File: src/rtl/event_pulser_pkg.sv
// -----------------------------------------------------------------------------
// event_pulser_pkg
//   Shared types and helpers for the event_pulser block.
//   - state_e : FSM state encoding (IDLE / PULSE / GAP)
//   - max_int : elaboration-time maximum, used to size the shared down-counter
// -----------------------------------------------------------------------------
package event_pulser_pkg;

   typedef enum logic [1:0] {
      ST_IDLE  = 2'd0,
      ST_PULSE = 2'd1,
      ST_GAP   = 2'd2
   } state_e;

   function automatic int max_int(input int a, input int b);
      return (a > b) ? a : b;
   endfunction

endpackage : event_pulser_pkg

File: src/rtl/oneshot_timer.sv
// -----------------------------------------------------------------------------
// oneshot_timer
//   Loadable saturating down-counter. A load takes priority over counting;
//   once the value reaches zero it stays there until the next load.
//   Ports:
//     clk, rst_n  : clock, asynchronous active-low reset (value clears to 0)
//     load        : load load_value on the next posedge
//     load_value  : value to load
//     count_en    : decrement on the next posedge (ignored while loading)
//     done        : registered value is zero
//     value       : current registered count
// -----------------------------------------------------------------------------
module oneshot_timer #(
   parameter int WIDTH = 8
) (
   input  logic             clk,
   input  logic             rst_n,
   input  logic             load,
   input  logic [WIDTH-1:0] load_value,
   input  logic             count_en,
   output logic             done,
   output logic [WIDTH-1:0] value
);

   logic [WIDTH-1:0] value_q;
   logic [WIDTH-1:0] value_d;

   // NOTE: every signal assigned in always_comb gets a default on entry so no
   // path through the block can leave it unassigned and infer a latch.
   always_comb begin
      value_d = value_q;
      if (load) begin
         value_d = load_value;
      end else if (count_en && (value_q != '0)) begin
         value_d = value_q - WIDTH'(1);
      end
   end

   // NOTE: sequential state is updated with non-blocking assignments only, so
   // every flop samples the pre-edge values of all other flops.
   always_ff @(posedge clk or negedge rst_n) begin
      if (!rst_n) begin
         value_q <= '0;
      end else begin
         value_q <= value_d;
      end
   end

   assign value = value_q;
   assign done  = (value_q == '0);

endmodule : oneshot_timer

File: src/rtl/event_pulser.sv
// -----------------------------------------------------------------------------
// event_pulser
//   Turns single-cycle event strobes into clean pulses on an output line with
//   an exact active width and an exact forced idle gap after every pulse.
//   Events arriving while a pulse or gap is running are queued (bounded).
//   Ports:
//     clk       : clock, all logic on posedge
//     rst_n     : asynchronous active-low reset
//     in_edge   : event strobe, each high cycle is one event
//     out_line  : registered pulsed line (idle level = OUTPUT_WHEN_IDLE)
//     busy      : registered, high while in PULSE or GAP
//     pending   : queued events not yet started
//     dropped   : one-cycle strobe, an event was lost because the queue was full
// -----------------------------------------------------------------------------
module event_pulser
   import event_pulser_pkg::*;
#(
   parameter bit OUTPUT_WHEN_IDLE = 1'b1,
   parameter int PULSE_CYCLES     = 1000,
   parameter int GAP_CYCLES       = 1000,
   parameter int MAX_PENDING      = 15
) (
   input  logic                               clk,
   input  logic                               rst_n,
   input  logic                               in_edge,
   output logic                               out_line,
   output logic                               busy,
   output logic [$clog2(MAX_PENDING+1)-1:0]   pending,
   output logic                               dropped
);

   localparam int PEND_W = $clog2(MAX_PENDING + 1);
   localparam int TMR_W  = $clog2(max_int(PULSE_CYCLES, GAP_CYCLES) + 1);

   localparam logic [TMR_W-1:0]  PULSE_LOAD = TMR_W'(PULSE_CYCLES - 1);
   localparam logic [TMR_W-1:0]  GAP_LOAD   = TMR_W'(GAP_CYCLES - 1);
   localparam logic [PEND_W-1:0] PEND_MAX   = PEND_W'(MAX_PENDING);

   localparam logic LINE_IDLE   = OUTPUT_WHEN_IDLE;
   localparam logic LINE_ACTIVE = ~OUTPUT_WHEN_IDLE;

   state_e            state_q, state_d;
   logic              out_line_q, out_line_d;
   logic              busy_q, busy_d;
   logic [PEND_W-1:0] pending_q, pending_d;
   logic              dropped_q, dropped_d;

   logic              tmr_load;
   logic [TMR_W-1:0]  tmr_load_value;
   logic              tmr_count_en;
   logic              tmr_done;
   logic [TMR_W-1:0]  tmr_value;
   logic              consume;

   // Down-counter shared by the PULSE and GAP phases; reloaded on every phase
   // entry and counted down while the FSM is not idle.
   oneshot_timer #(
      .WIDTH (TMR_W)
   ) u_timer (
      .clk        (clk),
      .rst_n      (rst_n),
      .load       (tmr_load),
      .load_value (tmr_load_value),
      .count_en   (tmr_count_en),
      .done       (tmr_done),
      .value      (tmr_value)
   );

   assign tmr_count_en = (state_q != ST_IDLE);

   // State register together with the registered outputs.
   always_ff @(posedge clk or negedge rst_n) begin
      if (!rst_n) begin
         state_q    <= ST_IDLE;
         out_line_q <= LINE_IDLE;
         busy_q     <= 1'b0;
         pending_q  <= '0;
         dropped_q  <= 1'b0;
      end else begin
         state_q    <= state_d;
         out_line_q <= out_line_d;
         busy_q     <= busy_d;
         pending_q  <= pending_d;
         dropped_q  <= dropped_d;
      end
   end

   // Next-state logic. "consume" marks the cycle in which a new pulse starts,
   // taking either the strobe of this cycle or one queued event.
   always_comb begin
      state_d        = state_q;
      tmr_load       = 1'b0;
      tmr_load_value = PULSE_LOAD;
      consume        = 1'b0;
      unique case (state_q)
         ST_IDLE: begin
            if (in_edge) begin
               state_d        = ST_PULSE;
               tmr_load       = 1'b1;
               tmr_load_value = PULSE_LOAD;
               consume        = 1'b1;
            end
         end
         ST_PULSE: begin
            if (tmr_done) begin
               state_d        = ST_GAP;
               tmr_load       = 1'b1;
               tmr_load_value = GAP_LOAD;
            end
         end
         ST_GAP: begin
            if (tmr_done) begin
               if ((pending_q != '0) || in_edge) begin
                  state_d        = ST_PULSE;
                  tmr_load       = 1'b1;
                  tmr_load_value = PULSE_LOAD;
                  consume        = 1'b1;
               end else begin
                  state_d = ST_IDLE;
               end
            end
         end
         default: begin
            state_d = ST_IDLE;
         end
      endcase
   end

   // Output logic: line level and busy follow the next state so they are
   // registered alongside it; the queue counter only moves while busy.
   always_comb begin
      out_line_d = (state_d == ST_PULSE) ? LINE_ACTIVE : LINE_IDLE;
      busy_d     = (state_d != ST_IDLE);
      pending_d  = pending_q;
      dropped_d  = 1'b0;
      if (state_q != ST_IDLE) begin
         if (in_edge && consume) begin
            // The new strobe takes the slot of the event being started.
            pending_d = pending_q;
         end else if (in_edge) begin
            if (pending_q < PEND_MAX) begin
               pending_d = pending_q + PEND_W'(1);
            end else begin
               dropped_d = 1'b1;
            end
         end else if (consume) begin
            pending_d = pending_q - PEND_W'(1);
         end
      end
   end

   assign out_line = out_line_q;
   assign busy     = busy_q;
   assign pending  = pending_q;
   assign dropped  = dropped_q;

   // The timer always rests at zero whenever the FSM is idle.
   idle_timer_parked: assert property (@(posedge clk) disable iff (!rst_n)
      (state_q == ST_IDLE) |-> (tmr_value == '0));

endmodule : event_pulser

File: config.mk
export PLATFORM = sky130hd
export DESIGN_NAME = event_pulser
export DESIGN_NICKNAME = d
export VERILOG_FILES = /design/src/rtl/event_pulser_pkg.sv /design/src/rtl/oneshot_timer.sv /design/src/rtl/event_pulser.sv
export SDC_FILE = /design/constraint.sdc
export NUM_CORES = 1
export LEC_CHECK = 0
export ABC_AREA = 1
export CORE_ASPECT_RATIO = 0.75
export CORE_MARGIN = 10
export CORE_UTILIZATION = 40
export DETAILED_ROUTE_END_ITERATION = 7
export PLACE_DENSITY = 0.61
export SYNTH_ARGS = -nofsm -noshare
export SYNTH_HDL_FRONTEND = slang
export SYNTH_SLANG_ARGS = --single-unit
File: constraint.sdc
create_clock -name clk -period 4.5 [get_ports clk]
set_input_delay 0.9 -clock clk [delete_from_list [all_inputs] [get_ports clk]]
set_output_delay 0.9 -clock clk [all_outputs]
set_load 0.01 [all_outputs]
==> results.py <==
metrics = {
    "cells_and_area": {
        "finalInstanceArea_um2": 1320,
        "fillers": 283,
        "multiInputGateArea_um2": 573,
        "diodes": 0,
        "seq_area_um2": 477,
        "nets": 155,
        "area_growth_pct": 15.9,
        "drive_above_1_share": 0.129,
        "final_core_util": 0.494,
    },
    "route": {
        "wirelength_um": 2070,
        "vias": 851,
        "drt_pre_antenna_iters": 4,
        "ant_nets": 0,
        "wl_met3_um": 98,
        "vias_per_cell": 4.65,
        "wl_per_cell_um": 11.3,
        "drt_iter0_markers": 30,
        "dr_wl_met2_um": 868,
        "drcViolationCount": 0,
        "top_layer": "met4",
        "route.layer.met1.wl_um": 1080,
    },
    "power_and_ir_drop": {
        "irDropWorstVdd_mv": 0.284,
        "finalPower_mw": 0.523,
        "p_leak_nw": 0.694,
        "powerDensity_nw_per_um2": 398,
    },
    "grt": {
        "grt_overflow": 0,
        "grt_antenna_before_repair": 0,
        "grt_max_degree": 20,
        "grt_pass1_vias": 801,
        "grt_pass1_wl_um": 3710,
        "grt_usage": 0.0887,
    },
    "yosys": {
        "post-synth-top-count-cell": "nand2_1",
        "ys_warn_count": 0,
        "async_flop_share": 1.00,
        "synth_ff_type": "dfrtp_1",
        "synth.net_count": 141,
        "seq_area_frac_synth": 0.420,
        "synth_top_area_frac": 0.396,
        "synth_commonest_cells": "nand2_1, inv_1, dfrtp_1, nor2_1, nand3_1",
        "synth_edf_count": 0,
        "yosys.area.top_type": "dfrtp_1",
        "ys_ff_latch": 19,
        "synth_cell_types": 28,
        "avgSynthCellArea_um2": 8.48,
        "synthCells": 134,
        "synthesis.area_um2": 1140,
        "yosys-top-cells-area": "dfrtp_1, nand2_1, inv_1, nand3_1, nor2_1",
    },
    "critical_path": {
        "r2r_end": "pending[0]",
        "arrival_ps": 2590,
        "critPathSlowestCell": "clkdlybuf4s50_1",
        "path_class": "in2reg",
        "crit_path_frequent_cell": "nand2_1",
        "rr_worst_depth": 9,
        "cp_top_family": "buffers and inverters",
        "crit_required_ps": 4650,
        "crit_chain": "clkdlybuf4s50_1, inv_1, ha_1, a21oi_1, nand2_1, xor2_1, nand3_1, nand2_1",
        "crit_path_start_kind": "primary input",
        "max_stage_delay_ps": 600,
        "cp_num_buf_inv": 2,
        "cp-end-kind": "flop",
        "r2r_start": "u_timer.value[0]",
        "cp_max_fo": 5,
        "worst-r2r-setup-slack_ps": 2860,
    },
    "clocking": {
        "clock_path_buffers": 2,
        "h-tree-depth": 1,
        "cts.clk_slew.worst_paths_ps": 70,
        "clock-sinks": 19,
        "clk_latency_ps": 260,
        "post_cts_buffers": 0,
        "cts_tree": "yes",
        "cts_inserted_buffers": 3,
        "cts_root_buffer": "clkbuf_8",
        "post_cts_resized": 0,
        "cts_hold_buf": 0,
    },
    "sta": {
        "finClkSkew_ps": 4.30,
        "rsz0062_at_grt": "no",
        "slew_violations": 0,
        "hold-worst-slack_ps": 508,
        "fin_setup_tns_ps": 0,
        "setup_viol": 0,
        "max_freq_mhz": 409,
        "slew_headroom": 0.428,
        "layout_min_cycle_time_ps": 2440,
        "tightest_slew_ps": 856,
        "hold_violations": 0,
        "finalCritPeriodShare": 0.543,
    },
    "floorplan": {
        "start_util": 0.427,
        "die_area_um2": 5390,
        "io_pins": 10,
        "core-area_um2": 2660,
        "chipHeight_um": 66.2,
        "core.rowCount": 16,
        "dieWidth_um": 81.5,
    },
    "min_path": {
        "min-delay-start": "u_timer.value[8]",
        "min_to": "u_timer.value[8]",
        "hold_class": "reg2reg",
        "hold_depth": 2,
    },
    "place": {
        "gp_congestion": 0.783,
        "io_buffers": 9,
        "hpwl_um": 1570,
        "placed_area_um2": 1270,
    },
    "run": {
        "max-cap-violations": 0,
    },
    "run_status": {
        "run_status": "finished clean",
    },
}
through the flow:
step | setup WS [ps] | cells
4_1_cts | 2070 | 183
6_report | 2060 | 183
2_1_floorplan | 2560 | 134
3_3_place_gp | 1860 | 179
3_5_place_dp | 1800 | 179
5_1_grt | 1980 | 183
tightest hold or removal path, delay by kind of cell, from the launching register on:
family / cells / cell delay (ps)
flip-flops: 1 / 350
AO/OA/AOI/OAI: 1 / 70
AND/OR/NAND/NOR: 1 / 60
logic make-up (layout without fill, tap and decap cells):
| kind of cell | after synthesis | count (layout) | share of synthesized area |
|---|---|---|---|
| AO/OA/AOI/OAI | 9 | 9 | 0.0562 |
| XOR/XNOR | 7 | 7 | 0.0540 |
| adder cells (fa/ha/maj) | 4 | 4 | 0.0507 |
| buffers and inverters | 23 | 36 | 0.0760 |
| flip-flops | 19 | 19 | 0.420 |
| AND/OR/NAND/NOR | 72 | 72 | 0.344 |
where the power goes:
| group | internal (mW) | total (mW) | leakage [nW] | switching [mW] |
|---|---|---|---|---|
| combinational | 0.0786 | 0.156 | 0.462 | 0.0775 |
| sequential | 0.201 | 0.249 | 0.210 | 0.0478 |
| clock | 0.0630 | 0.119 | 0.0228 | 0.0556 |
| total | 0.342 | 0.523 | 0.694 | 0.181 |
cell type report:
type	count	share of cell area
multi-input combinational	92	0.435
sequential	19	0.362
timing repair buffer	9	0.0684
inverter	23	0.0656
clock buffer	4	0.0342
tap	36	0.0342
per-layer routing:
layer  global-route usage  vias to the layer above
li1                     -                      448
met1                0.116                      389
met2                0.127                       10
met3               0.0326                        4
met4               0.0388                        0
met5                    0                        -
flip-flops by register name, indices dropped and copies added, names as in the netlist:
register	flops
pending	4
state_q	2
dropped	1
u_timer.value	10
out_line	1
busy	1
layout by cell type (no fill, tap or decap), types with 2 or more instances in the layout:
| cell type | n |
|---|---|
| nor2_1 | 14 |
| inv_2 | 2 |
| clkbuf_8 | 3 |
| dfrtp_1 | 18 |
| inv_1 | 21 |
| o21ai_0 | 3 |
| o211ai_1 | 3 |
| nand3_1 | 13 |
| nand2_4 | 3 |
| nand2_1 | 27 |
| clkdlybuf4s50_1 | 9 |
| nand4_1 | 3 |
| nor2_4 | 3 |
| ha_1 | 3 |
| xor2_1 | 6 |
how the worst max path moves through the flow:
stage / from / to / depth (start not counted)
CTS: in_edge / pending[3] / 8
global route: in_edge / pending[3] / 8
detailed placement: in_edge / pending[3] / 8
finish: in_edge / pending[3] / 8
global placement: in_edge / pending[3] / 8
floorplan: in_edge / pending[3] / 7
No activity file was read; power rests on OpenSTA's default activity.
